[src/rtl/fetch_iqueue.sv]
// Fetch front end: owns the fetch PC, requests aligned icache blocks and
// buffers the instructions of each hit block, tagged with their PCs, for decode.
module fetch_iqueue #(
  parameter int                   ADDR_SIZE   = 32,
  parameter int                   ISA_SIZE    = 32,
  parameter int                   BLOCK_INSTS = 2,
  parameter int                   IQ_DEPTH    = 8,
  parameter logic [ADDR_SIZE-1:0] RESET_PC    = '0
) (
  input  logic                             clk_i,
  input  logic                             rst_ni,
  output logic [ADDR_SIZE-1:0]             pc_o,
  input  logic [BLOCK_INSTS*ISA_SIZE-1:0]  instblock_i,
  input  logic                             hit_i,
  input  logic                             redirect_i,
  input  logic [ADDR_SIZE-1:0]             redirect_pc_i,
  output logic                             deq_valid_o,
  output logic [ISA_SIZE-1:0]              deq_inst_o,
  output logic [ADDR_SIZE-1:0]             deq_pc_o,
  input  logic                             deq_ready_i,
  output logic                             iq_full_o,
  output logic                             iq_empty_o,
  output logic [$clog2(IQ_DEPTH+1)-1:0]    iq_count_o
);

  localparam int BLK_LSB = $clog2(BLOCK_INSTS*4);
  localparam int PTR_W   = (IQ_DEPTH > 1) ? $clog2(IQ_DEPTH) : 1;
  localparam int CNT_W   = $clog2(IQ_DEPTH+1);
  localparam int STORE   = 1 << PTR_W;

  logic [ADDR_SIZE-1:0] r_fpc;
  logic [PTR_W-1:0]     r_rptr;
  logic [PTR_W-1:0]     r_wptr;
  logic [CNT_W-1:0]     r_count;

  logic [ISA_SIZE-1:0]  r_inst [STORE];
  logic [ADDR_SIZE-1:0] r_pc   [STORE];

  logic [ADDR_SIZE-1:0] w_pc_blk;
  logic [ADDR_SIZE-1:0] w_pc_next;
  logic [ADDR_SIZE-1:0] w_redirect_pc;
  logic [CNT_W-1:0]     w_off;
  logic [CNT_W-1:0]     w_n;
  logic [CNT_W-1:0]     w_free;
  logic [CNT_W-1:0]     w_count_next;
  logic                 w_push;
  logic                 w_pop;

  logic                 w_slot_en  [BLOCK_INSTS];
  logic [PTR_W-1:0]     w_slot_idx [BLOCK_INSTS];
  logic [ADDR_SIZE-1:0] w_slot_pc  [BLOCK_INSTS];

  assign w_pc_blk      = r_fpc & ~ADDR_SIZE'(BLOCK_INSTS*4 - 1);
  assign w_pc_next     = w_pc_blk + ADDR_SIZE'(BLOCK_INSTS*4);
  assign w_redirect_pc = redirect_pc_i & ~ADDR_SIZE'(3);

  assign w_off  = CNT_W'(r_fpc[BLK_LSB-1:0] >> 2);
  assign w_n    = CNT_W'(BLOCK_INSTS) - w_off;
  // Free space is judged on the start-of-cycle count; a same-cycle pop is not credited.
  assign w_free = CNT_W'(IQ_DEPTH) - r_count;
  assign w_push = hit_i & ~redirect_i & (w_free >= w_n);
  assign w_pop  = deq_valid_o & deq_ready_i;

  assign w_count_next = r_count + (w_push ? w_n : '0) - (w_pop ? CNT_W'(1) : '0);

  // Slots below the entry offset belong to addresses before fpc and are skipped.
  always_comb begin
    for (int i = 0; i < BLOCK_INSTS; i++) begin
      w_slot_en[i]  = w_push && (CNT_W'(i) >= w_off);
      w_slot_idx[i] = r_wptr + PTR_W'(i) - PTR_W'(w_off);
      w_slot_pc[i]  = w_pc_blk + ADDR_SIZE'(4*i);
    end
  end

  always_ff @(posedge clk_i or negedge rst_ni) begin
    if (!rst_ni) begin
      r_fpc   <= RESET_PC;
      r_rptr  <= '0;
      r_wptr  <= '0;
      r_count <= '0;
    end else if (redirect_i) begin
      r_fpc   <= w_redirect_pc;
      r_rptr  <= '0;
      r_wptr  <= '0;
      r_count <= '0;
    end else begin
      if (w_push) begin
        r_fpc  <= w_pc_next;
        r_wptr <= r_wptr + PTR_W'(w_n);
      end
      if (w_pop) begin
        r_rptr <= r_rptr + PTR_W'(1);
      end
      r_count <= w_count_next;
    end
  end

  // Queue storage carries no reset; occupancy is tracked solely by the pointers.
  always_ff @(posedge clk_i) begin
    for (int i = 0; i < BLOCK_INSTS; i++) begin
      if (w_slot_en[i]) begin
        r_inst[w_slot_idx[i]] <= instblock_i[i*ISA_SIZE +: ISA_SIZE];
        r_pc[w_slot_idx[i]]   <= w_slot_pc[i];
      end
    end
  end

  assign pc_o        = w_pc_blk;
  assign iq_empty_o  = (r_count == '0);
  assign iq_full_o   = (r_count == CNT_W'(IQ_DEPTH));
  assign iq_count_o  = r_count;
  assign deq_valid_o = ~iq_empty_o & ~redirect_i;
  assign deq_inst_o  = r_inst[r_rptr];
  assign deq_pc_o    = r_pc[r_rptr];

endmodule

[config.mk]
export PLATFORM = sky130hd
export DESIGN_NAME = fetch_iqueue
export DESIGN_NICKNAME = d
export VERILOG_FILES = /design/src/rtl/fetch_iqueue.sv
export SDC_FILE = /design/constraint.sdc
export NUM_CORES = 1
export LEC_CHECK = 0
export CORE_MARGIN = 3
export CORE_UTILIZATION = 60
export CTS_CLUSTER_SIZE = 14
export DETAILED_ROUTE_END_ITERATION = 8
export HOLD_SLACK_MARGIN = 0.12
export PLACE_DENSITY = 0.88
export SETUP_SLACK_MARGIN = 0.05
export SYNTH_ARGS = -nofsm -noshare
export SYNTH_HDL_FRONTEND = slang
export SYNTH_SLANG_ARGS = --single-unit
[constraint.sdc]
create_clock -name clk_i -period 7.55 [get_ports clk_i]
set_input_delay 1.1325 -clock clk_i [delete_from_list [all_inputs] [get_ports clk_i]]
set_output_delay 1.1325 -clock clk_i [all_outputs]
set_load 0.005 [all_outputs]
# Word level (Yosys, flattened, before mapping)
# Memories as Yosys holds them, arrays and structs flattened.
# Cells that the tools add are included.
classes:
  n_bitwise: 6
  reduce_logical: 5
  magnitude_cmp: 3
  addsub: 11
  eq_ne: 1
  n_mux: 13
ops:
  columns: ["op", "n"]
  rows:
  - ["two-way mux 32 bit", 2]
  - ["adder 32 x 3 -> 32 bit, second input constant", 1]
  - ["adder 32 x 4 -> 32 bit, second input constant", 1]
  - ["two-way mux 3 bit", 4]
  - ["two-way mux 4 bit", 2]
  - ["adder 3 x 1 -> 3 bit, second input constant", 2]
  - ["subtractor 3 x 1 -> 3 bit", 2]
  - ["two-way mux 1 bit", 5]
  - ["adder 4 bit", 1]
  - ["AND 1 bit", 4]
  - ["equality test 4 bit, second input constant", 1]
  - [">= comparator 4 bit", 1]
  - ["logical NOT 4 bit", 1]
  - ["nonzero test 2 bit", 2]
  - ["subtractor 4 x 1 -> 4 bit", 1]
  - ["subtractor 4 bit, first input constant", 1]
  - ["adder 3 bit", 1]
  - ["subtractor 2 x 1 -> 3 bit, first input constant", 1]
  - [">= comparator 1 bit, first input constant", 2]
  - ["logical AND 1 bit", 2]
  - ["NOT 1 bit", 2]
word_totals:
  ram_bits: 512
  out_inout_bits: 103
  ff_bits: 42
  in_bits: 101
  n_memories: 2
mem_list:
  columns: ["name", "depth", "word_bits", "rd", "rd_ports_with_merged_regs", "wr", "line_no", "rtl"]
  rows:
  - ["r_inst", 8, 32, 1, 0, 2, "36", "logic [ISA_SIZE-1:0] r_inst [STORE];"]
  - ["r_pc", 8, 32, 1, 0, 2, "37", "logic [ADDR_SIZE-1:0] r_pc [STORE];"]

# Longest topological paths before layout
# Gate-level depths: netlist of run 1.
depth:
  ltp_word: 7
  ltp_mapped: 15
  ltp_nobuf: 13

# Worst setup path after synthesis of run 1
# Ideal clock, no wire load.
synth_timing:
  path_type: "input to register"
  from: "in redirect_i"
  to: "mem r_inst[4][0] (enable)"
  arrival_time_ns: 3.576
  t_required_ns: 7.135
  path_slack_ns: 3.559
  path_stages: 7
  path_cell_list: "clkbuf_1 > nor3b_1 > nand2_1 > a211oi_2 > a31oi_1 > clkbuf_1 > inv_1"
synth_rtl:
  columns: ["item", "line_no", "rtl"]
  rows:
  - ["start: declaration", "15", "input logic redirect_i,"]
  - ["end: declaration", "36", null]

# Final worst setup path of run 1
layout_timing:
  from: "reg r_rptr[0]"
  to: "out deq_pc_o[6]"
layout_between:
  elab_chain_cells: 1
layout_lines:
  columns: ["item", "line_no", "rtl"]
  rows:
  - ["start: declaration", "32", "logic [PTR_W-1:0] r_rptr;"]
  - ["start signal: assignment", "92", "r_rptr <= r_rptr + PTR_W'(1);"]
  - ["memory read (8 x 32 bit)", null, null]
  - ["end: declaration", "19", "output logic [ADDR_SIZE-1:0] deq_pc_o,"]
# No other way between the ends.

==> results of run 1 <==
kinds of logic (layout without fill, tap and decap cells):
family                   Yosys count  count (layout)  share of synthesized area, %
flip-flops                       536             536                          59.8
multiplexers                     443             443                          24.2
AND/OR/NAND/NOR                  362             362                          7.76
buffers and inverters            191             359                          3.45
AO/OA/AOI/OAI                     92              92                          3.00
XOR/XNOR                          24              24                         0.824
adder cells (fa/ha/maj)           19              19                         0.956
other                              1               6                        0.0142
area by class of cell:
class,instances,area share [%]
antenna,1,0.00823
clock buffer,92,5.25
clock inverter,8,0.300
inverter,28,0.346
multi-input combinational,945,32.3
sequential,536,52.1
tap,585,2.41
timing repair buffer,231,7.33
power by group through the flow:
stage / clock [W] / sequential, W / combinational [W]
detailed placement: 0 / 0.00399 / 0.00301
floorplan: 0 / 0.00386 / 0.00196
finish: 0.00259 / 0.00393 / 0.00302
global route: 0.00273 / 0.00397 / 0.00320
CTS: 0.00262 / 0.00393 / 0.00304
global placement: 0 / 0.00396 / 0.00295
metal layers:
layer	vias up	global-route usage [%]	share of wire [%]
li1	6586	-	-
met1	7869	37.0	38
met2	861	45.9	49
met3	159	6.36	9.8
met4	4	9.39	3.2
met5	-	0	0.037
stage by stage:
| stage | setup WS, ps | util [%] |
|---|---|---|
| after global routing | 2600 | 70.2 |
| after detailed placement | 2490 | 66.4 |
| after global placement | 2530 | 66.4 |
| after floorplan | 3560 | - |
| final | 2850 | 70.3 |
| after CTS | 2720 | 70.2 |
state kept, by name, summed over array words and instances, names as in the netlist:
register and cells:
iq_count_o 4, r_pc 240, r_rptr 3, r_inst 256, r_fpc 30, r_wptr 3
cell usage in the layout, fill, tap and decap left out, drive strengths merged, types with 3 or more instances in the layout:
| cell type | n |
|---|---|
| nand3 | 21 |
| o21ai | 17 |
| nand2 | 52 |
| o211ai | 6 |
| o31ai | 4 |
| xor2 | 5 |
| nand4 | 7 |
| dfrtp | 40 |
| dfxtp | 8 |
| a21oi | 8 |
| a21o | 9 |
| ha | 17 |
| edfxtp | 488 |
| clkbuf | 92 |
| a211oi | 12 |
| nor3b | 5 |
| buf | 37 |
| clkinv | 8 |
| and4 | 3 |
| conb | 5 |
| a2111oi | 11 |
| clkdlybuf4s50 | 194 |
| a211o | 4 |
| and3 | 6 |
| mux4 | 124 |
| xnor2 | 19 |
| nor2 | 36 |
| a31oi | 11 |
| inv | 26 |
| mux2 | 319 |
| nor2b | 220 |
| or4 | 3 |
worst paths after layout:
| check | from | endpoint | slack, ps | depth (start not counted) |
|---|---|---|---|---|
| worst max-delay path | r_rptr[0]$_DFFE_PN0P_ | deq_pc_o[6] | 2850 | 4 |
| worst min-delay path | r_pc[1][2]$_SDFFE_PP1N_ | r_pc[1][2]$_SDFFE_PP1N_ | 460 | 1 |
| worst max register to register | r_fpc[2]$_DFFE_PN0P_ | r_inst[7][8]$_DFFE_PP_ | 3200 | 9 |
| worst min register to register | r_pc[1][2]$_SDFFE_PP1N_ | r_pc[1][2]$_SDFFE_PP1N_ | 460 | 1 |
| max in group asynchronous | rst_ni | r_rptr[0]$_DFFE_PN0P_ | 6180 | 1 |
| min in group asynchronous | rst_ni | r_fpc[18]$_DFFE_PN0P_ | 650 | 1 |
==> reports/metrics.cfg, run 1 <==
[setup_path]
crit_required_ps = 6420
worstSetupStartpointType = flop
path_cells = buf_4, mux4_2, mux2_2, clkdlybuf4s50_1
critPathTopFamily = buffers and inverters
crit_path_max_incr_delay_ps = 750
critPathBufInv = 2
path_max_fanout = 41
setup.worst_path.end_class = output port
crit_type = flop to output port
cp.arrival_ps = 3570
slowest_stage = dfrtp_4

[synthesis]
syn_inst = 1668
synth-seq-cells = 536
avgSynthCellArea_sq_um = 15.8
synthArstFlopShare_pct = 7.46
synth_area_leaders = edfxtp_1 55%, mux2_2 14%, mux4_2 11%
synth_common_cells = 488 x edfxtp_1, 319 x mux2_2, 220 x nor2b_1
yosys.area.top_type = edfxtp_1
syn_area_sq_um = 26400
synth_edf_count = 488
synth_most_common_cell = edfxtp_1
synth-main-ff-cell = edfxtp_1
yosys.cell_types.count = 57
synth-seq-area-share_pct = 59.8
yosysWarnings = 0
synth_top_area_share_pct = 55.4

[drt]
avgRoutedWirePerCell_microns = 26.6
ant_nets = 0
drtIter0Drc = 1734
viasPerCell = 6.38
vias = 15500
drc = 0
finalWirelength_microns = 64600
dr.pass1.iters = 5

[timing]
fin_skew_ps = 29.4
tightest_slew_ps = 1100
whs_ps = 460
hold_viol = 0
clock.fmax_ghz = 0.213
tns_ps = 0
rsz0062_at_grt = no
min_period_over_period_pct = 62.3
maxSlewViolCount = 0
relSlewSlack_pct = 26.6
layout_min_cycle_time_ps = 4700
setup_viol = 0

[pwr]
combPwrFrac_pct = 31.7
vdd_drop_max_mv = 0.271
leakage_nw = 9.70
clkPwrFrac_pct = 27.2
p_int_w = 0.00668
p_seq_share_pct = 41.2
total_power_w = 0.00955
sw_frac_of_total_pct = 30.0
power_switching_w = 0.00286
power_density_nw_per_um2 = 314

[worst_hold_path]
hold_class = flop to flop

[grt]
grt_max_degree = 70
grt_pass1_wl_microns = 98500
grt_overflow = 0
grt_use_total_pct = 27.8
first_global_vias = 16500
antenna_found_initial = 3

[floorplan]
die_area_sq_um = 46600
io_pins = 204
num_rows = 76
die_w_microns = 216
start_util_pct = 61.1
core_area_sq_um = 43300
die_h_microns = 216

[clocking]
post_cts_buffers = 0
cts_root_buffer = clkbuf_16
ctsHoldBuffers = 0
cts.sinks = 536
clkTransAtPathRegs_ps = 60
clock_path_buffers = 3
cts_tree = yes
numCtsBuffers = 53
htree_levels = 2
cts_resized = 0
clk_latency_ps = 610

[place]
finalWeightedCongestion = 0.812
numPortBuffers = 196
placed_area_sq_um = 28700
dp.final_hpwl_microns = 36300
post-place-cells = 2325

[finish]
fill_cells = 2675
multiInputGateArea_sq_um = 9820
nNetsFinal = 1915
stdcell_count = 2426
fin_area_sq_um = 30400
seqCellArea_sq_um = 15800
syn_to_final_growth_pct = 15.0
layout-drive-gt1-share_pct = 32.0

[flow_run]
drv_cap = 0

[outcome]
status = finished clean

No activity file was read; power rests on OpenSTA's default activity.
==> inputs of run 2 (changes only) <==
--- a/config.mk
+++ b/config.mk
@@ -6,11 +6,11 @@
 export NUM_CORES = 1
 export LEC_CHECK = 0
 export CORE_MARGIN = 3
-export CORE_UTILIZATION = 60
+export CORE_UTILIZATION = 53
 export CTS_CLUSTER_SIZE = 14
 export DETAILED_ROUTE_END_ITERATION = 8
 export HOLD_SLACK_MARGIN = 0.12
-export PLACE_DENSITY = 0.88
+export PLACE_DENSITY = 0.82
 export SETUP_SLACK_MARGIN = 0.05
 export SYNTH_ARGS = -nofsm -noshare
 export SYNTH_HDL_FRONTEND = slang
==> constraint.sdc (replaced) <==
create_clock -name clk_i -period 3.8 [get_ports clk_i]
set_input_delay 0.57 -clock clk_i [delete_from_list [all_inputs] [get_ports clk_i]]
set_output_delay 0.57 -clock clk_i [all_outputs]
set_load 0.005 [all_outputs]
==> run 2 against run 1 <==
Compared with the run above: utilization down 6.7 points; wire length up 3.1%; final area up 2.5%; global-route usage down 2.5 points; via count up 0.80%; sequential cell count unchanged; worst setup slack worse by 2600 ps; power up 100%; final cell count up 4.6%.
==> reports/metrics.cfg, run 2 (same netlist as run 1, synthesis figures left out) <==
[outcome]
status = finished clean  ; unchanged

[grt]
first_global_vias = 16400  ; was 16,500
grt_max_degree = 47  ; was 70
grt_overflow = 0  ; unchanged
grt_use_total_pct = 25.3  ; was 27.8%
antenna_found_initial = 2  ; was 3
grt_pass1_wl_microns = 101000  ; was 98,500 microns

[finish]
syn_to_final_growth_pct = 17.9  ; was 15.0%
layout-drive-gt1-share_pct = 33.7  ; was 32.0%
final_core_util_pct = 63.5  ; was 70.3%
final_common_cell = edfxtp_1  ; unchanged
largest_reg_flops = 256  ; unchanged
nNetsFinal = 1948  ; was 1,915
final_cell_mix = 488 x edfxtp_1, 319 x mux2_2, 220 x nor2b_1  ; unchanged
fill_cells = 3442  ; was 2,675

[setup_path]
crit_required_ps = 3230  ; was 6420 ps
worstSetupStartpointType = flop  ; unchanged
path_max_fanout = 41  ; unchanged
setup.worst_path.end_class = output port  ; unchanged
cp.arrival_ps = 2960  ; was 3570 ps
crit_type = flop to output port  ; unchanged
rrSetupSlack_ps = 620  ; was 3200 ps

[timing]
min_period_over_period_pct = 92.9
tns_ps = 0  ; unchanged
setup_viol = 0  ; unchanged
layout_min_cycle_time_ps = 3530
rsz0062_at_grt = no  ; unchanged
tightest_slew_ps = 1040  ; was 1100 ps
clock.fmax_ghz = 0.283
maxSlewViolCount = 0  ; unchanged
relSlewSlack_pct = 30.5  ; was 26.6%
hold_viol = 0  ; unchanged
fin_skew_ps = 20.1  ; was 29.4 ps

[place]
numPortBuffers = 196  ; unchanged
finalWeightedCongestion = 0.814  ; was 0.812
dp.final_hpwl_microns = 39200  ; was 36,300 microns

[drt]
ant_nets = 0  ; unchanged
dr.pass1.iters = 5  ; unchanged
drtIter0Drc = 1488  ; was 1,734
avgRoutedWirePerCell_microns = 26.2  ; was 26.6 microns
drc = 0  ; unchanged
viasPerCell = 6.15  ; was 6.38
vias = 15600  ; was 15,500
finalWirelength_microns = 66600  ; was 64,600 microns

[pwr]
sw_frac_of_total_pct = 30.3  ; was 30.0%
p_int_w = 0.0135  ; was 0.00668 W
p_seq_share_pct = 40.3  ; was 41.2%
power_density_nw_per_um2 = 621  ; was 314 nW/um^2
vdd_drop_max_mv = 0.409  ; was 0.271 mV
power_switching_w = 0.00586  ; was 0.00286 W
clkPwrFrac_pct = 26.8  ; was 27.2%
combPwrFrac_pct = 33.0  ; was 31.7%
leakage_nw = 9.98  ; was 9.70 nW

[clocking]
cts.sinks = 536  ; unchanged
htree_levels = 2  ; unchanged
cts_resized = 0  ; unchanged
numCtsBuffers = 56  ; was 53
cts_tree = yes  ; unchanged
clock_path_buffers = 3  ; unchanged
ctsHoldBuffers = 0  ; unchanged
post_cts_buffers = 0  ; unchanged
clkTransAtPathRegs_ps = 60  ; about the same
cts_root_buffer = clkbuf_16  ; unchanged
clk_latency_ps = 600  ; was 610 ps

[floorplan]
io_pins = 204  ; unchanged
die_w_microns = 229  ; was 216 microns
die_h_microns = 229  ; was 216 microns
num_rows = 81  ; was 76
start_util_pct = 53.9  ; was 61.1%
die_area_sq_um = 52600  ; was 46,600 sq um
core_area_sq_um = 49100  ; was 43,300 sq um

[flow_run]
drv_cap = 0  ; unchanged

[worst_hold_path]
hold_class = input pin to asynchronous set/reset pin  ; was flop to flop

## run 2: power by group through the flow
stage | registers [W] | clock network, W | logic (W)
global route | 0.00786 | 0.00546 | 0.00677
detailed placement | 0.00791 | 0 | 0.00640
finish | 0.00779 | 0.00518 | 0.00638
CTS | 0.00779 | 0.00523 | 0.00643
floorplan | 0.00766 | 0 | 0.00389
global placement | 0.00785 | 0 | 0.00631
## run 2: per-layer routing
metal / up-vias / global-route usage (%) / share of wire, %
met3: 123 / 4.43 / 8.2
met1: 8040 / 33.5 / 39
met2: 754 / 43.1 / 51
li1: 6682 / - / -
met4: 4 / 7.63 / 2.2
met5: - / 0 / 0.045
## run 2: critical path, stage by stage (launching register included)
cell and delay (ps):
dfrtp_4 590, buf_12 370, mux4_2 570, mux2_2 340, clkdlybuf4s50_1 480
## run 2: path summary, 6_finish.rpt
path | start | end | depth (start not counted)
min | rst_ni | r_fpc[4]$_DFFE_PN0P_ | 1
max | r_rptr[0]$_DFFE_PN0P_ | deq_pc_o[2] | 4
min in group clk_i | redirect_i | r_wptr[0]$_DFFE_PN0P_ | 2
max reg2reg | r_fpc[2]$_DFFE_PN0P_ | r_pc[4][29]$_DFFE_PP_ | 8
max in group asynchronous | rst_ni | r_rptr[0]$_DFFE_PN0P_ | 1
min reg2reg | r_pc[7][2]$_SDFFE_PP1N_ | r_pc[7][2]$_SDFFE_PP1N_ | 1
## run 2: through the flow
step	instance area, sq um	power, W	setup slack (ps)	cells	hold WS, ps
global route	31200	0.0201	185	2537	225
CTS	31200	0.0195	236	2537	167
floorplan	26400	0.0116	78.4	1672	274
global placement	29400	0.0142	647	2434	429
finish	31200	0.0194	269	2538	156
detailed placement	29400	0.0143	607	2434	439
## run 2: area by class of cell
class | instances | area, sq um | share of cell area (%)
multi-input combinational | 945 | 9890 | 31.8
clock buffer | 71 | 1520 | 4.87
tap | 664 | 831 | 2.67
antenna | 1 | 2.50 | 0.00803
inverter | 28 | 105 | 0.337
clock inverter | 32 | 206 | 0.662
timing repair buffer | 261 | 2780 | 8.91
sequential | 536 | 15800 | 50.8
==> inputs of run 3 (changes only) <==
--- a/config.mk
+++ b/config.mk
@@ -7,10 +7,12 @@
 export LEC_CHECK = 0
 export CORE_MARGIN = 3
 export CORE_UTILIZATION = 53
+export CTS_CLUSTER_DIAMETER = 60
 export CTS_CLUSTER_SIZE = 14
 export DETAILED_ROUTE_END_ITERATION = 8
 export HOLD_SLACK_MARGIN = 0.12
 export PLACE_DENSITY = 0.82
+export REMOVE_ABC_BUFFERS = 1
 export SETUP_SLACK_MARGIN = 0.05
 export SYNTH_ARGS = -nofsm -noshare
 export SYNTH_HDL_FRONTEND = slang
==> constraint.sdc (replaced) <==
create_clock -name clk_i -period 3.1 [get_ports clk_i]
set_input_delay 0.465 -clock clk_i [delete_from_list [all_inputs] [get_ports clk_i]]
set_output_delay 0.465 -clock clk_i [all_outputs]
set_load 0.005 [all_outputs]
==> run 3 against run 2 <==
Compared with the run above: critical path depth grew 1; die area unchanged; worst hold slack improved by 95 ps; final cell count is 2.0% higher; final area grew 2.7%; sequential power rose by 21%; power up 24%; count of clock-buffer cells in the layout is 1 higher; clock skew rose by 4.1 ps.
==> reports/metrics.cfg, run 3 (same netlist as run 1, synthesis figures left out) <==
[timing]
tightest_slew_ps = 952  ; was 1040 ps
rsz0062_at_grt = yes  ; was no
tns_ps = 0  ; unchanged
clock.fmax_ghz = 0.324
layout_min_cycle_time_ps = 3090
setup_viol = 0  ; unchanged
relSlewSlack_pct = 36.6  ; was 30.5%
maxSlewViolCount = 0  ; unchanged
min_period_over_period_pct = 99.5
fin_skew_ps = 24.2  ; was 20.1 ps
hold_viol = 0  ; unchanged

[setup_path]
cp.arrival_ps = 2620  ; was 2960 ps
crit_required_ps = 2630  ; was 3230 ps
path_max_fanout = 6  ; was 41
ff2ff_path_depth = 10  ; was 8
rrSetupSlack_ps = 210  ; was 620 ps
worstSetupStartpointType = flop  ; unchanged
setup.worst_path.end_class = output port  ; unchanged
crit_type = flop to output port  ; unchanged

[floorplan]
die_h_microns = 229  ; unchanged
die_area_sq_um = 52600  ; unchanged
start_util_pct = 53.9  ; unchanged
die_w_microns = 229  ; unchanged
num_rows = 81  ; unchanged
io_pins = 204  ; unchanged
core_area_sq_um = 49100  ; unchanged

[clocking]
numCtsBuffers = 46  ; was 56
cts.sinks = 536  ; unchanged
clkTransAtPathRegs_ps = 70  ; was 60 ps
clock_path_buffers = 3  ; unchanged
clk_latency_ps = 590  ; was 600 ps
cts_root_buffer = clkbuf_16  ; unchanged
htree_levels = 2  ; unchanged
cts_tree = yes  ; unchanged

[grt]
first_global_vias = 16600  ; was 16,400
grt_max_degree = 65  ; was 47
grt_overflow = 0  ; unchanged
antenna_found_initial = 1  ; was 2
grt_use_total_pct = 25.5  ; was 25.3%
grt_pass1_wl_microns = 102000  ; was 101,000 microns

[finish]
n_antenna_cell = 0  ; was 1
syn_to_final_growth_pct = 21.1  ; was 17.9%
nNetsFinal = 2013  ; was 1,948
final_core_util_pct = 65.2  ; was 63.5%
largest_reg_flops = 256  ; unchanged
final_cell_mix = 488 x edfxtp_1, 281 x mux2_2, 220 x nor2b_1  ; was 488 x edfxtp_1, 319 x mux2_2, 220 x nor2b_1
fill_cells = 3342  ; was 3,442
final_common_cell = edfxtp_1  ; unchanged
layout-drive-gt1-share_pct = 36.5  ; was 33.7%
fin_area_sq_um = 32000  ; was 31,200 sq um

[outcome]
status = finished clean  ; unchanged

[worst_hold_path]
whs_path_depth = 2
hold_class = input pin to flop  ; was input pin to asynchronous set/reset pin

[place]
finalWeightedCongestion = 0.837  ; was 0.814
numPortBuffers = 196  ; unchanged
dp.final_hpwl_microns = 39900  ; was 39,200 microns
placed_area_sq_um = 30000  ; was 29,400 sq um

[drt]
drtIter0Drc = 1709  ; was 1,488
viasPerCell = 6.09  ; was 6.15
finalWirelength_microns = 66900  ; was 66,600 microns
drc = 0  ; unchanged
ant_nets = 0  ; unchanged
dr.pass1.iters = 6  ; was 5
vias = 15800  ; was 15,600
avgRoutedWirePerCell_microns = 25.8  ; was 26.2 microns

[flow_run]
drv_cap = 0  ; unchanged

[pwr]
power_density_nw_per_um2 = 747  ; was 621 nW/um^2
leakage_nw = 10.5  ; was 9.98 nW
vdd_drop_max_mv = 0.458  ; was 0.409 mV

## run 3: timing repair
action	in CTS	in global routing
cloned	6	2
hold endpoints to repair	40	0
buffers inserted	18	13
setup endpoints to repair	62	42
resized for setup	107	99
hold buffers	1	0
## run 3: layer usage
metal / share of wire [%] / up-vias / global-route usage [%]
met5: 0.019 / - / 0
met4: 1.9 / 2 / 6.69
met3: 8.8 / 106 / 5.39
met2: 50 / 837 / 42.6
met1: 39 / 8032 / 34.3
li1: - / 6808 / -
## run 3: area by class of cell
class / count / area, sq um / area share, %
clock inverter: 9 / 95.1 / 0.297
inverter: 28 / 105 / 0.328
tap: 664 / 831 / 2.60
clock buffer: 72 / 1280 / 4.00
multi-input combinational: 945 / 10000 / 31.4
sequential: 536 / 15800 / 49.5
timing repair buffer: 336 / 3830 / 12.0
## run 3: worst paths after layout
check / from / end
max reg2reg: iq_count_o[0]$_DFF_PN0_ / r_pc[3][5]$_DFFE_PP_
min: redirect_i / r_rptr[2]$_DFFE_PN0P_
min in group asynchronous: rst_ni / r_fpc[15]$_DFFE_PN0P_
min reg2reg: r_pc[6][2]$_SDFFE_PP1N_ / r_pc[6][2]$_SDFFE_PP1N_
max: r_rptr[0]$_DFFE_PN0P_ / deq_pc_o[11]
max in group asynchronous: rst_ni / r_rptr[0]$_DFFE_PN0P_
## run 3: stage by stage
stage / setup slack [ps] / total power (W) / hold WS, ps / cells
floorplan: -3130 / 0.0138 / 169 / 1509
global placement: 159 / 0.0176 / 429 / 2470
detailed placement: 102 / 0.0179 / 436 / 2470
CTS: -98.1 / 0.0237 / 208 / 2576
global route: -55.0 / 0.0249 / 235 / 2590
finish: 14.6 / 0.0239 / 251 / 2590
## run 3: report_power, final
group	total (W)	leakage, nW	internal (W)	switching (W)
registers	0.00944	5.03	0.00902	0.000424
clock network	0.00549	0.659	0.00293	0.00255
logic	0.00899	4.85	0.00471	0.00428
## run 3: critical path, stage by stage, from the launching register on
cell,delay [ps]
dfrtp_4,500
buf_4,160
buf_16,120
mux4_2,500
mux2_2,310
clkdlybuf4s50_1,450
